==> src/rtl/shift_seq_pkg.sv <==
// Shared opcodes, register mode encodings and FSM state type for the
// command sequencer that drives the 4-bit universal shift register.
package shift_seq_pkg;

    // Command opcodes as presented on cmd_op
    localparam logic [1:0] OP_LOAD = 2'b00;
    localparam logic [1:0] OP_SHR  = 2'b01;
    localparam logic [1:0] OP_SHL  = 2'b10;
    localparam logic [1:0] OP_ROR  = 2'b11;

    // Register mode encodings driven on {s1,s0}
    localparam logic [1:0] MODE_HOLD = 2'b00;
    localparam logic [1:0] MODE_SHR  = 2'b01;
    localparam logic [1:0] MODE_SHL  = 2'b10;
    localparam logic [1:0] MODE_LOAD = 2'b11;

    typedef enum logic [1:0] {
        IDLE = 2'b00,
        RUN  = 2'b01,
        DONE = 2'b10
    } state_t;

endpackage

==> src/rtl/shift_seq_cnt.sv <==
// Loadable down-counter holding the number of register steps left in the
// current command. It saturates at zero and flags the final step.
module shift_seq_cnt
    import shift_seq_pkg::*;
#(
    parameter int CNT_W = 3
) (
    input  logic             clk_i,
    input  logic             clr_i,
    input  logic             load_i,
    input  logic             dec_i,
    input  logic [CNT_W-1:0] load_val_i,
    output logic             last_o
);

    logic [CNT_W-1:0] cnt_q;
    logic [CNT_W-1:0] cnt_d;

    // Count register; clr is active-low and synchronous
    always_ff @(posedge clk_i) begin
        if (!clr_i) begin
            cnt_q <= '0;
        end else begin
            cnt_q <= cnt_d;
        end
    end

    // Load has priority; decrement only while non-zero so the count never wraps
    always_comb begin
        cnt_d = cnt_q;
        if (load_i) begin
            cnt_d = load_val_i;
        end else if (dec_i && (cnt_q != '0)) begin
            cnt_d = cnt_q - CNT_W'(1);
        end
    end

    assign last_o = (cnt_q == CNT_W'(1));

endmodule

==> src/rtl/shift_seq.sv <==
// Command sequencer for the universal shift register. Accepts one command
// in IDLE, drives mode/serial/parallel lines for each step in RUN, then
// pulses done for one cycle in DONE. ROR feeds r_q[0] back into the MSB.
module shift_seq
    import shift_seq_pkg::*;
#(
    parameter int WIDTH = 4,
    parameter int CNT_W = 3
) (
    input  logic             clk,
    input  logic             clr,
    input  logic             cmd_valid,
    output logic             cmd_ready,
    input  logic [1:0]       cmd_op,
    input  logic [CNT_W-1:0] cmd_count,
    input  logic             cmd_fill,
    input  logic [WIDTH-1:0] cmd_data,
    input  logic [WIDTH-1:0] r_q,
    output logic             s1,
    output logic             s0,
    output logic             in,
    output logic             in_left,
    output logic [WIDTH-1:0] r_in,
    output logic             busy,
    output logic             done
);

    state_t           state_q;
    state_t           state_d;
    logic [1:0]       op_q;
    logic [1:0]       op_d;
    logic             fill_q;
    logic             fill_d;
    logic [WIDTH-1:0] data_q;
    logic [WIDTH-1:0] data_d;

    logic             cntLoad;
    logic             cntDec;
    logic [CNT_W-1:0] cntLoadVal;
    logic             cntLast;
    logic [1:0]       mode;
    logic             unusedRq;

    // Only the LSB of the register is needed, for the rotate feedback
    assign unusedRq = ^r_q[WIDTH-1:1];

    shift_seq_cnt #(
        .CNT_W (CNT_W)
    ) u_cnt (
        .clk_i      (clk),
        .clr_i      (clr),
        .load_i     (cntLoad),
        .dec_i      (cntDec),
        .load_val_i (cntLoadVal),
        .last_o     (cntLast)
    );

    // State and command latch; clearing drops any command in flight
    always_ff @(posedge clk) begin
        if (!clr) begin
            state_q <= IDLE;
            op_q    <= OP_LOAD;
            fill_q  <= 1'b0;
            data_q  <= '0;
        end else begin
            state_q <= state_d;
            op_q    <= op_d;
            fill_q  <= fill_d;
            data_q  <= data_d;
        end
    end

    // Next-state, command capture and Moore output decode
    always_comb begin
        state_d    = state_q;
        op_d       = op_q;
        fill_d     = fill_q;
        data_d     = data_q;
        cntLoad    = 1'b0;
        cntDec     = 1'b0;
        cntLoadVal = cmd_count;
        mode       = MODE_HOLD;
        in         = 1'b0;
        in_left    = 1'b0;
        r_in       = '0;
        busy       = 1'b0;
        done       = 1'b0;
        cmd_ready  = 1'b0;

        case (state_q)
            IDLE: begin
                cmd_ready = 1'b1;
                if (cmd_valid) begin
                    op_d    = cmd_op;
                    fill_d  = cmd_fill;
                    data_d  = cmd_data;
                    cntLoad = 1'b1;
                    if (cmd_op == OP_LOAD) begin
                        cntLoadVal = CNT_W'(1);
                        state_d    = RUN;
                    end else if (cmd_count == '0) begin
                        state_d = DONE;
                    end else begin
                        state_d = RUN;
                    end
                end
            end
            RUN: begin
                busy   = 1'b1;
                cntDec = 1'b1;
                case (op_q)
                    OP_LOAD: begin
                        mode = MODE_LOAD;
                        r_in = data_q;
                    end
                    OP_SHR: begin
                        mode = MODE_SHR;
                        in   = fill_q;
                    end
                    OP_SHL: begin
                        mode    = MODE_SHL;
                        in_left = fill_q;
                    end
                    default: begin
                        mode = MODE_SHR;
                        in   = r_q[0];
                    end
                endcase
                if (cntLast) begin
                    state_d = DONE;
                end
            end
            DONE: begin
                busy    = 1'b1;
                done    = 1'b1;
                state_d = IDLE;
            end
            default: begin
                state_d = IDLE;
            end
        endcase
    end

    assign s1 = mode[1];
    assign s0 = mode[0];

endmodule

==> config.mk <==
export PLATFORM = sky130hd
export DESIGN_NAME = shift_seq
export DESIGN_NICKNAME = d
export VERILOG_FILES = /design/src/rtl/shift_seq_pkg.sv /design/src/rtl/shift_seq_cnt.sv /design/src/rtl/shift_seq.sv
export SDC_FILE = /design/constraint.sdc
export NUM_CORES = 1
export LEC_CHECK = 0
export ABC_AREA = 1
export CORE_UTILIZATION = 45
export DETAILED_ROUTE_END_ITERATION = 6
export PLACE_DENSITY_LB_ADDON = 0.2
export SKIP_CTS_REPAIR_TIMING = 1
export SLEW_MARGIN = 10
export SYNTH_ARGS = -nofsm -noshare
export SYNTH_HDL_FRONTEND = slang
export SYNTH_SLANG_ARGS = --single-unit
==> constraint.sdc <==
create_clock -name clk -period 1.7 [get_ports clk]
set_input_delay 0.255 -clock clk [delete_from_list [all_inputs] [get_ports clk]]
set_output_delay 0.255 -clock clk [all_outputs]
set_load 0.01 [all_outputs]
==> qor.log <==
qor: timing.slew_headroom 0.763
qor: synth.netlist-cell-type-count 20
qor: critical_path.critical_path.slowest_cell sky130_fd_sc_hd__dfxtp_1
qor: floorplanning.core 0.00151 mm2
qor: critical_path.timing.critical_path.arrival 1300 ps
qor: run_status.outcome finished clean
qor: place.globalplace.congestion 0.768
qor: timing.worst_hold_slack 489 ps
qor: detailed_routing.route.antenna.remaining_nets 0
qor: clocking.tritoncts.num_buffers 3
qor: floorplanning.top_level_ports 28
qor: floorplanning.number_of_cell_rows 14
qor: critical_path.critPathKind flip-flop to output port
qor: global_routing.grt_start_max_net_pins 15
qor: synth.syn_inst 109
qor: worst_hold_path.worstHoldStart data_q[1]
qor: timing.number_of_pins_exceeding_their_max_slew_limit_in_the_final_report 0
qor: critical_path.worst_reg2reg_endpoint u_cnt.cnt_q[1]
qor: synth.synth-seq-cells 12
qor: layout.final_nets 163
qor: floorplanning.design.die.area 0.00178 mm2
qor: global_routing.grt_first_pass_wirelength 3.08 mm
qor: detailed_routing.drt_wl_total 1.86 mm
qor: layout.area_growth_syn_to_fin 42.9%
qor: global_routing.globalRoute.totalOverflow 0
qor: power_and_ir_drop.totalPowerFinal 0.970 mW
qor: floorplanning.floorplan.initialDensity 0.482
qor: timing.finalCritPeriodShare 0.912
qor: worst_hold_path.hp-class flip-flop to flip-flop
qor: timing.fin_crit 1550 ps
qor: critical_path.reg2regPathDepth 9
qor: synth.mappedNetlistArea 726 um2
qor: critical_path.timing.critical_path.max_delay_family buffers and inverters
qor: global_routing.vias_in_the_first_global_route 735
qor: timing.grt_setup_unrepaired false
qor: layout.most_common_cell_after_layout_fill_and_taps_aside sky130_fd_sc_hd__nand2_1
qor: layout.n_antenna_cell 0
qor: clocking.clock_tree_from_tritoncts done
qor: synth.yosys_warnings 0
qor: global_routing.groute.usage.overall 0.229
qor: detailed_routing.route.vias.total 775
qor: place.preCtsSetupSlack -56.2 ps
qor: global_routing.grt_antenna_before_repair 0
qor: critical_path.cp-end-kind output port
qor: timing.tightest_slew 354 ps
qor: detailed_routing.via_per_inst 5.00
qor: place.placement.io_buffers 24
qor: critical_path.critical_path.max_fanout 5
qor: critical_path.worst_path_largest_cell_delay 340 ps
qor: layout.finalCoreUtilization 0.689
qor: timing.postLayoutSetupSlackWorst 150 ps
qor: timing.timing.clock.skew 5.74 ps
qor: layout.layout_common_cells sky130_fd_sc_hd__nand2_1, sky130_fd_sc_hd__nor2_1, sky130_fd_sc_hd__inv_1, sky130_fd_sc_hd__clkdlybuf4s50_1
qor: clocking.numClockSinks 12
qor: critical_path.path_common_cell sky130_fd_sc_hd__inv_2
qor: detailed_routing.first_iter_violations 15
qor: detailed_routing.drt_pre_antenna_iters 4
qor: clocking.clk_latency 280 ps
qor: clocking.ctsRootBufferMaster sky130_fd_sc_hd__clkbuf_4
qor: critical_path.crit_path_start_kind flip-flop
qor: critical_path.critical_path.cell_chain inv_2, ha_4, inv_2, nor2_2, inv_2, nor3_2, clkbuf_2
qor: critical_path.r2r-start state_q[0]
qor: worst_hold_path.hold-path-endpoint data_q[1]
qor: synth.syn_area_per_cell 6.66 um2
qor: synth.synth.net_count 132
qor: run.cap_violations 0
qor: detailed_routing.post_drt_wl_per_cell 12.0 um
qor: clocking.clock_h_tree_levels 1
qor: place.hpwlAfterDp 1.39 mm
qor: clocking.clock_transition_time_at_the_flip_flop_clock_pins_of_the_worst_setup_and_hold_paths 90 ps
qor: timing.setup-tns-final 0 ps
qor: power_and_ir_drop.largest_vdd_supply_drop 0.605 mV
qor: layout.drive_above_1_share 0.194
qor: power_and_ir_drop.power.static_leakage 0.545 nW
qor: floorplanning.die_w 42.2 um
qor: critical_path.rrSetupSlack 160 ps
qor: detailed_routing.drt_drc_violations_left 0
qor: worst_hold_path.min_path_cells 2
qor: timing.finalSetupViolCount 0
qor: timing.timing.final.hold_violations 0
qor: critical_path.timing.critical_path.required 1440 ps
qor: critical_path.cp_num_buf_inv 4
qor: synth.sequential_fraction_of_the_synthesis_area 0.331
qor: clocking.maximum_buffer_depth_of_the_clock_tree 2
qor: timing.max_freq 0.645 GHz
qor: power_and_ir_drop.power.density 935 mW/mm2
qor: floorplanning.die_h 42.2 um
cells by family after synthesis:
| logic type | after synthesis | share of synthesized area |
|---|---|---|
| compound gates | 21 | 0.153 |
| xor+xnor | 1 | 0.0121 |
| fa+ha+maj | 6 | 0.103 |
| buf+inv | 20 | 0.117 |
| flops | 12 | 0.331 |
| simple gates | 49 | 0.283 |
synth_stat cells:
cell type                  number  share of area
sky130_fd_sc_hd__nor2_2         1         0.0086
sky130_fd_sc_hd__dfxtp_1       12           0.33
sky130_fd_sc_hd__nand3_1        2          0.014
sky130_fd_sc_hd__inv_4          1         0.0086
sky130_fd_sc_hd__o21ai_1        1         0.0069
sky130_fd_sc_hd__nand2_2        3          0.026
sky130_fd_sc_hd__nor3_2         1          0.014
sky130_fd_sc_hd__nand2_1       21           0.11
sky130_fd_sc_hd__buf_6          1          0.016
sky130_fd_sc_hd__nand4_1        1         0.0086
sky130_fd_sc_hd__a211oi_1       1          0.010
sky130_fd_sc_hd__buf_1          1         0.0052
sky130_fd_sc_hd__nor2_1        20           0.10
sky130_fd_sc_hd__o21ai_0       12          0.083
sky130_fd_sc_hd__xor2_1         1          0.012
sky130_fd_sc_hd__inv_1         14          0.072
sky130_fd_sc_hd__inv_2          3          0.016
sky130_fd_sc_hd__ha_1           6           0.10
sky130_fd_sc_hd__a21oi_2        1          0.012
sky130_fd_sc_hd__a21oi_1        6          0.041
flip-flops by register name (all words and copies together) (netlist names):
signal	cells
op_q	2
data_q	4
fill_q	1
state_q	2
u_cnt.cnt_q	3
through the flow:
stage | instances | area, um2
floorplan | 109 | 726
global placement | 151 | 1000
detailed placement | 151 | 1000
CTS | 155 | 1040
global route | 155 | 1040
finish | 155 | 1040
worst max path at each step:
stage,endpoint,cells past startpoint,startpoint
floorplan,in_left,6,state_q[1]
global placement,in,4,r_q[0]
detailed placement,in,4,r_q[0]
CTS,in_left,7,state_q[1]
global route,u_cnt.cnt_q[2],9,state_q[0]
finish,in_left,7,state_q[1]
routing by layer:
metal / share of wire / vias up / track usage
met1: 0.42 / 350 / 0.267
met4: 0.016 / 0 / 0.100
met3: 0.046 / 4 / 0.0431
met2: 0.52 / 25 / 0.406
li1: - / 396 / -
met5: 0 / - / 0
area by class of cell:
class	instances	area (um2)
fill	139	469
tap	16	20.0
multi-input combinational	77	418
clock buffer	4	36.3
inverter	18	70.1
sequential	12	240
timing repair buffer	28	253
worst register-to-register path, cell delays in order, from the launching register on:
cell and delay [ps]:
sky130_fd_sc_hd__dfxtp_1 390, sky130_fd_sc_hd__buf_4 130, sky130_fd_sc_hd__inv_1 60, sky130_fd_sc_hd__ha_1 230
sky130_fd_sc_hd__nand2_2 240, sky130_fd_sc_hd__inv_4 100, sky130_fd_sc_hd__nand3_1 90, sky130_fd_sc_hd__o21ai_0 80
sky130_fd_sc_hd__nor2_1 90, sky130_fd_sc_hd__nor2_1 40
report_power, final:
group	total, mW	leakage (nW)	internal, mW	switching [mW]
Clock	0.240	0.0210	0.130	0.110
Sequential	0.353	0.0995	0.325	0.0285
Combinational	0.377	0.424	0.166	0.210
Power figures use the tool's default switching activity.
